[config.mk]
export PLATFORM = sky130hd
export DESIGN_NAME = ex_mem_reg
export DESIGN_NICKNAME = d
export VERILOG_FILES = /design/src/rtl/ex_mem_reg.sv
export SDC_FILE = /design/constraint.sdc
export NUM_CORES = 1
export LEC_CHECK = 0
export ABC_AREA = 1
export BUFFER_PORTS_ARGS = -buffer_cell sky130_fd_sc_hd__buf_2
export CAP_MARGIN = 15
export CORE_AREA = 2 2 134 136
export CTS_CLUSTER_DIAMETER = 40
export DETAILED_ROUTE_END_ITERATION = 10
export DIE_AREA = 0 0 136 138
export HOLD_SLACK_MARGIN = 0.1
export SKIP_CTS_REPAIR_TIMING = 1
export SLEW_MARGIN = 20
export SYNTH_ARGS = -nofsm -noshare
export SYNTH_HDL_FRONTEND = slang
export SYNTH_SLANG_ARGS = --single-unit
[constraint.sdc]
create_clock -name clk -period 1.2 [get_ports clk]
set_clock_uncertainty 0.2 [all_clocks]
set_input_delay 0 -clock clk [delete_from_list [all_inputs] [get_ports clk]]
set_output_delay 0 -clock clk [all_outputs]
set_load 0.05 [all_outputs]
[src/rtl/ex_mem_reg.sv]
// EX/MEM pipeline register: captures EX results, applies stall/flush/bubble rules,
// and parks the multi-cycle MADD/MSUB accumulate state (enabled by EX_MEM_ACC_EN).
module ex_mem_reg #(
    parameter int unsigned DW = 32,
    parameter int unsigned AW = 5,
    parameter int unsigned CW = 2
) (
    input  logic            clk,
    input  logic            rst,
    input  logic            flush,
    input  logic            ex_stall,
    input  logic            mem_stall,
    input  logic            ex_valid,
    input  logic            ex_we,
    input  logic [AW-1:0]   ex_waddr,
    input  logic [DW-1:0]   ex_wdata,
    input  logic            ex_hilo_we,
    input  logic [DW-1:0]   ex_hi,
    input  logic [DW-1:0]   ex_lo,
    input  logic [2*DW-1:0] acc_temp_i,
    input  logic [CW-1:0]   acc_cnt_i,
    output logic            mem_valid,
    output logic            mem_we,
    output logic [AW-1:0]   mem_waddr,
    output logic [DW-1:0]   mem_wdata,
    output logic            mem_hilo_we,
    output logic [DW-1:0]   mem_hi,
    output logic [DW-1:0]   mem_lo,
    output logic [2*DW-1:0] acc_temp_o,
    output logic [CW-1:0]   acc_cnt_o
);

    logic            nxt_valid;
    logic            nxt_we;
    logic [AW-1:0]   nxt_waddr;
    logic [DW-1:0]   nxt_wdata;
    logic            nxt_hilo_we;
    logic [DW-1:0]   nxt_hi;
    logic [DW-1:0]   nxt_lo;

    // Next pipeline contents: hold by default, bubble on flush or EX-only stall, load when free.
    always_comb begin
        nxt_valid   = mem_valid;
        nxt_we      = mem_we;
        nxt_waddr   = mem_waddr;
        nxt_wdata   = mem_wdata;
        nxt_hilo_we = mem_hilo_we;
        nxt_hi      = mem_hi;
        nxt_lo      = mem_lo;
        if (flush || (ex_stall && !mem_stall)) begin
            nxt_valid   = 1'b0;
            nxt_we      = 1'b0;
            nxt_waddr   = '0;
            nxt_wdata   = '0;
            nxt_hilo_we = 1'b0;
            nxt_hi      = '0;
            nxt_lo      = '0;
        end else if (!ex_stall && !mem_stall) begin
            // Write enables are gated so an invalid slot can never commit.
            nxt_valid   = ex_valid;
            nxt_we      = ex_valid & ex_we;
            nxt_waddr   = ex_waddr;
            nxt_wdata   = ex_wdata;
            nxt_hilo_we = ex_valid & ex_hilo_we;
            nxt_hi      = ex_hi;
            nxt_lo      = ex_lo;
        end
    end

    always_ff @(posedge clk) begin
        if (rst) begin
            mem_valid   <= 1'b0;
            mem_we      <= 1'b0;
            mem_waddr   <= '0;
            mem_wdata   <= '0;
            mem_hilo_we <= 1'b0;
            mem_hi      <= '0;
            mem_lo      <= '0;
        end else begin
            mem_valid   <= nxt_valid;
            mem_we      <= nxt_we;
            mem_waddr   <= nxt_waddr;
            mem_wdata   <= nxt_wdata;
            mem_hilo_we <= nxt_hilo_we;
            mem_hi      <= nxt_hi;
            mem_lo      <= nxt_lo;
        end
    end

`ifdef EX_MEM_ACC_EN
    // EX parks its partial product only while it is itself stalled; anything else returns to IDLE.
    always_ff @(posedge clk) begin
        if (rst || flush || !ex_stall) begin
            acc_temp_o <= '0;
            acc_cnt_o  <= '0;
        end else begin
            acc_temp_o <= acc_temp_i;
            acc_cnt_o  <= acc_cnt_i;
        end
    end
`else
    logic unused_acc;
    assign unused_acc = ^{acc_temp_i, acc_cnt_i};
    assign acc_temp_o = '0;
    assign acc_cnt_o  = '0;
`endif

endmodule

# ---- Word level (Yosys, flattened, before mapping)
# Cells that the tools add are included.
dict set report op_classes {
  n_bitwise 2
  n_reduce_logical 6
}
# cell count
set ops {}
lappend ops {{AND 1 bit} 2}
lappend ops {{logical AND 1 bit} 2}
lappend ops {{logical NOT 1 bit} 2}
lappend ops {{OR reduction 2 bit} 1}
lappend ops {{logical OR 1 bit} 1}
dict set report totals {
  register_bits 104
  inputBits 175
  out_inout_bits 170
}

# ---- Longest topological paths before layout
dict set report depth {
  word_depth 4
  depth_mapped 6
}

# ---- Worst setup path after synthesis
# OpenSTA, ideal clock, no wires.
dict set report synth_path {
  path_kind {flip-flop to flip-flop}
  start {register mem_wdata[19] (netlist name)}
  end {register mem_wdata[19]}
  setup_time_ns 0.066
  arrival_ns 0.841
  path_slack_ns 0.093
  stages_incl_launch_ff 3
  path_buffers 0
  period_less_slack_ns 1.107
  cell_sequence {dfxtp_1 nand2_1 a21oi_2}
}
# item line
set synth_lines {}
lappend synth_lines {{end signal, assigned} 83} ;# mem_wdata <= nxt_wdata;
lappend synth_lines {{end, declared} 25} ;# output logic [DW-1:0] mem_wdata,

# ---- Worst setup path in the final report
dict set report layout_path {
  start {register mem_lo[7]}
  end {output port mem_lo[7]}
}
# item line
set layout_lines {}
lappend layout_lines {{start, declared} 28} ;# output logic [DW-1:0] mem_lo,
lappend layout_lines {{start signal, assigned} 86} ;# mem_lo <= nxt_lo;
# No word-level cell between the ends.

==> summary.md <==
| Metric | Value |
|---|---|
| Clock power frac | 36.0% |
| First-pass GRT wire length | 17,500 um |
| Crit path DAT | 0.97 ns |
| Crit-path max FO | 2 |
| Post-synth top area share | 46.0% |
| Fin crit share | 97.5% |
| Worst setup path class | flop to output port |
| GRT Total Usage | 11.7% |
| Hpwl dp | 8080 um |
| Num CTS Buffers | 9 |
| Vias in the first global route | 3,465 |
| Fin Hold WS | -0.0442 ns |
| Placer Congestion | 0.751 |
| Crit-path cells | buf_2 |
| Nets | 1,011 |
| Max cap viols | 0 |
| Cell Int Power | 0.00565 W |
| Final WL | 12,900 um |
| Worst skew pair latency | 0.34 ns |
| Remaining antenna violation count | 0 |
| Vias | 4,283 |
| Count leader, synth | nand2_1 |
| Pin count of the biggest net entering global routing | 53 |
| Initial antenna violation count | 0 |
| # rows | 49 |
| Static leakage | 3.01 nW |
| Switching share of power | 30.1% |
| CORE AREA | 0.0175 mm2 |
| Crit end category | output port |
| DRT iter0 DRCs | 125 |
| Post-DR vias/cell | 4.01 |
| Crit-path slowest cell | dfxtp_1 |
| Syn avg cell area | 8.60 um2 |
| Post-Syn Instances | 527 |
| Max frequency | 854 MHz |
| Sum Neg Setup Slack | 0 ns |
| Die extent in x | 136 um |
| Clock transition at path regs | 0.07 ns |
| Ports | 345 |
| Hold Fails Final Rpt | 13 |
| Total die area | 0.0188 mm2 |
| # fillers | 1,764 |
| Max VDD drop | 0.596 mV |
| Fin cells | 1,069 |
| Status | complete, but fails checks |
| GRT overflow | 0 |
| PortBufs | 212 |
| Sink Count | 104 |
| CTS H-tree lvls | 3 |
| DRC violations left | 0 |
| WL/cell | 12.1 um |
| CP top delay family | flip-flops |
| Final number of setup-violating endpoints | 0 |
| Area grow syn2layout | 53.1% |
| PD cells | 1170 mW/mm2 |
| Synth top area cells | dfxtp_1, nand2_1, a21oi_2 |
| R2r setup slk | 0.37 ns |
| Pins over their slew limit | 0 |
| Syn Std Cell Area | 0.00453 mm2 |
| Cell taking the most area after synthesis | dfxtp_1 |
| YS warnings | 0 |
| Predominant post-synthesis flop cell | dfxtp_1 |
| Part of the power in combinational logic | 20.2% |
| CP startpoint kind | flop |
| Async S/R FF share, synth | 0% |
| Part of the power in registers | 43.8% |
| Fin crit period | 1.17 ns |
| Layout cells sized above 1 | 38.8% |
| Hold Path Class | primary input to flop |
| Initial Util | 25.8% |
| N_diodes | 0 |
| Distinct cells, synth | 14 |
| Failing checks | negative hold slack |
| Die Ht | 138 um |
| Psw | 0.00244 W |
| WP data required | 1.00 ns |
| Synthesized flop and latch total | 104 |
| Placed insts | 948 |
| Router iterations before antenna repair | 4 |
| Clock root buffer | clkbuf_16 |
| CTS tree | done |
| Top cells by count, synth | nand2_1, dfxtp_1, a21oi_2 |
| Max incr delay on CP | 0.35 ns |
| Final Power | 0.00809 W |
| Clock tree buffer depth | 2 |
| CP Buf/Inv Count | 1 |
| Seq/Total Area, Yosys | 46.0% |
| Post-synth EDFFs | 0 |
worst paths after layout:
| check | startpoint | to | depth (start not counted) |
|---|---|---|---|
| min | mem_stall | mem_lo[6] | 5 |
| max | mem_lo[7] | mem_lo[7] | 1 |
| min reg2reg | mem_wdata[29] | mem_wdata[29] | 2 |
| max reg2reg | mem_waddr[2] | mem_waddr[2] | 2 |
area by class of cell:
cell class / instances / area, um2 / area share, %
Timing Repair Buffer: 332 / 2360 / 34.1
Clock buffer: 10 / 229 / 3.30
Multi-Input combinational cell: 387 / 1910 / 27.5
Clock inverter: 5 / 58.8 / 0.848
Inverter: 2 / 7.51 / 0.108
Sequential cell: 104 / 2080 / 30.0
Tap cell: 229 / 287 / 4.13
per-layer routing:
layer / track usage (%) / vias to the layer above / wire length, um
met5: 0 / - / 0
met4: 5.92 / 0 / 233
met3: 3.70 / 14 / 919
met2: 18.6 / 173 / 6110
met1: 14.2 / 1949 / 5620
li1: - / 2147 / -
sequential cells by signal, indices dropped and copies added (netlist names):
name         count
mem_hi          32
mem_lo          32
mem_wdata       32
mem_waddr        5
mem_hilo_we      1
mem_valid        1
mem_we           1
through the flow:
| step | instance area (um2) | utilization [%] | setup WS [ns] |
|---|---|---|---|
| finish | 6940 | 39.6 | 0.0295 |
| global route | 6940 | 39.6 | -0.0140 |
| CTS | 5830 | 33.2 | -0.0110 |
| detailed placement | 5540 | 31.6 | 0.0439 |
| global placement | 5540 | 31.6 | 0.0541 |
| floorplan | 4770 | - | 0.0929 |
power by group through the flow:
stage	sequential, W	combinational (W)	clock, W
final	0.00354	0.00164	0.00291
after global routing	0.00355	0.00174	0.00317
after CTS	0.00354	0.00136	0.00305
after detailed placement	0.00362	0.00135	0
after global placement	0.00362	0.00135	0
after floorplan	0.00383	0.000992	0
cell families after synthesis:
kind of cell    share of synthesized area, %
other cells                           0.0828
compound gates                          17.9
simple gates                            18.5
flops                                   46.0
buf+inv                                 17.6
layout by cell type (no fill, tap or decap), drive strengths merged, types with 6 or more instances in the layout:
cell type	synthesis	routed
nor2	6	6
dfxtp	104	104
a21oi	102	102
clkbuf	1	30
dlygate4sd3	0	106
nand2	211	211
conb	1	66
buf	98	206
(Power assumes the default switching activity.)
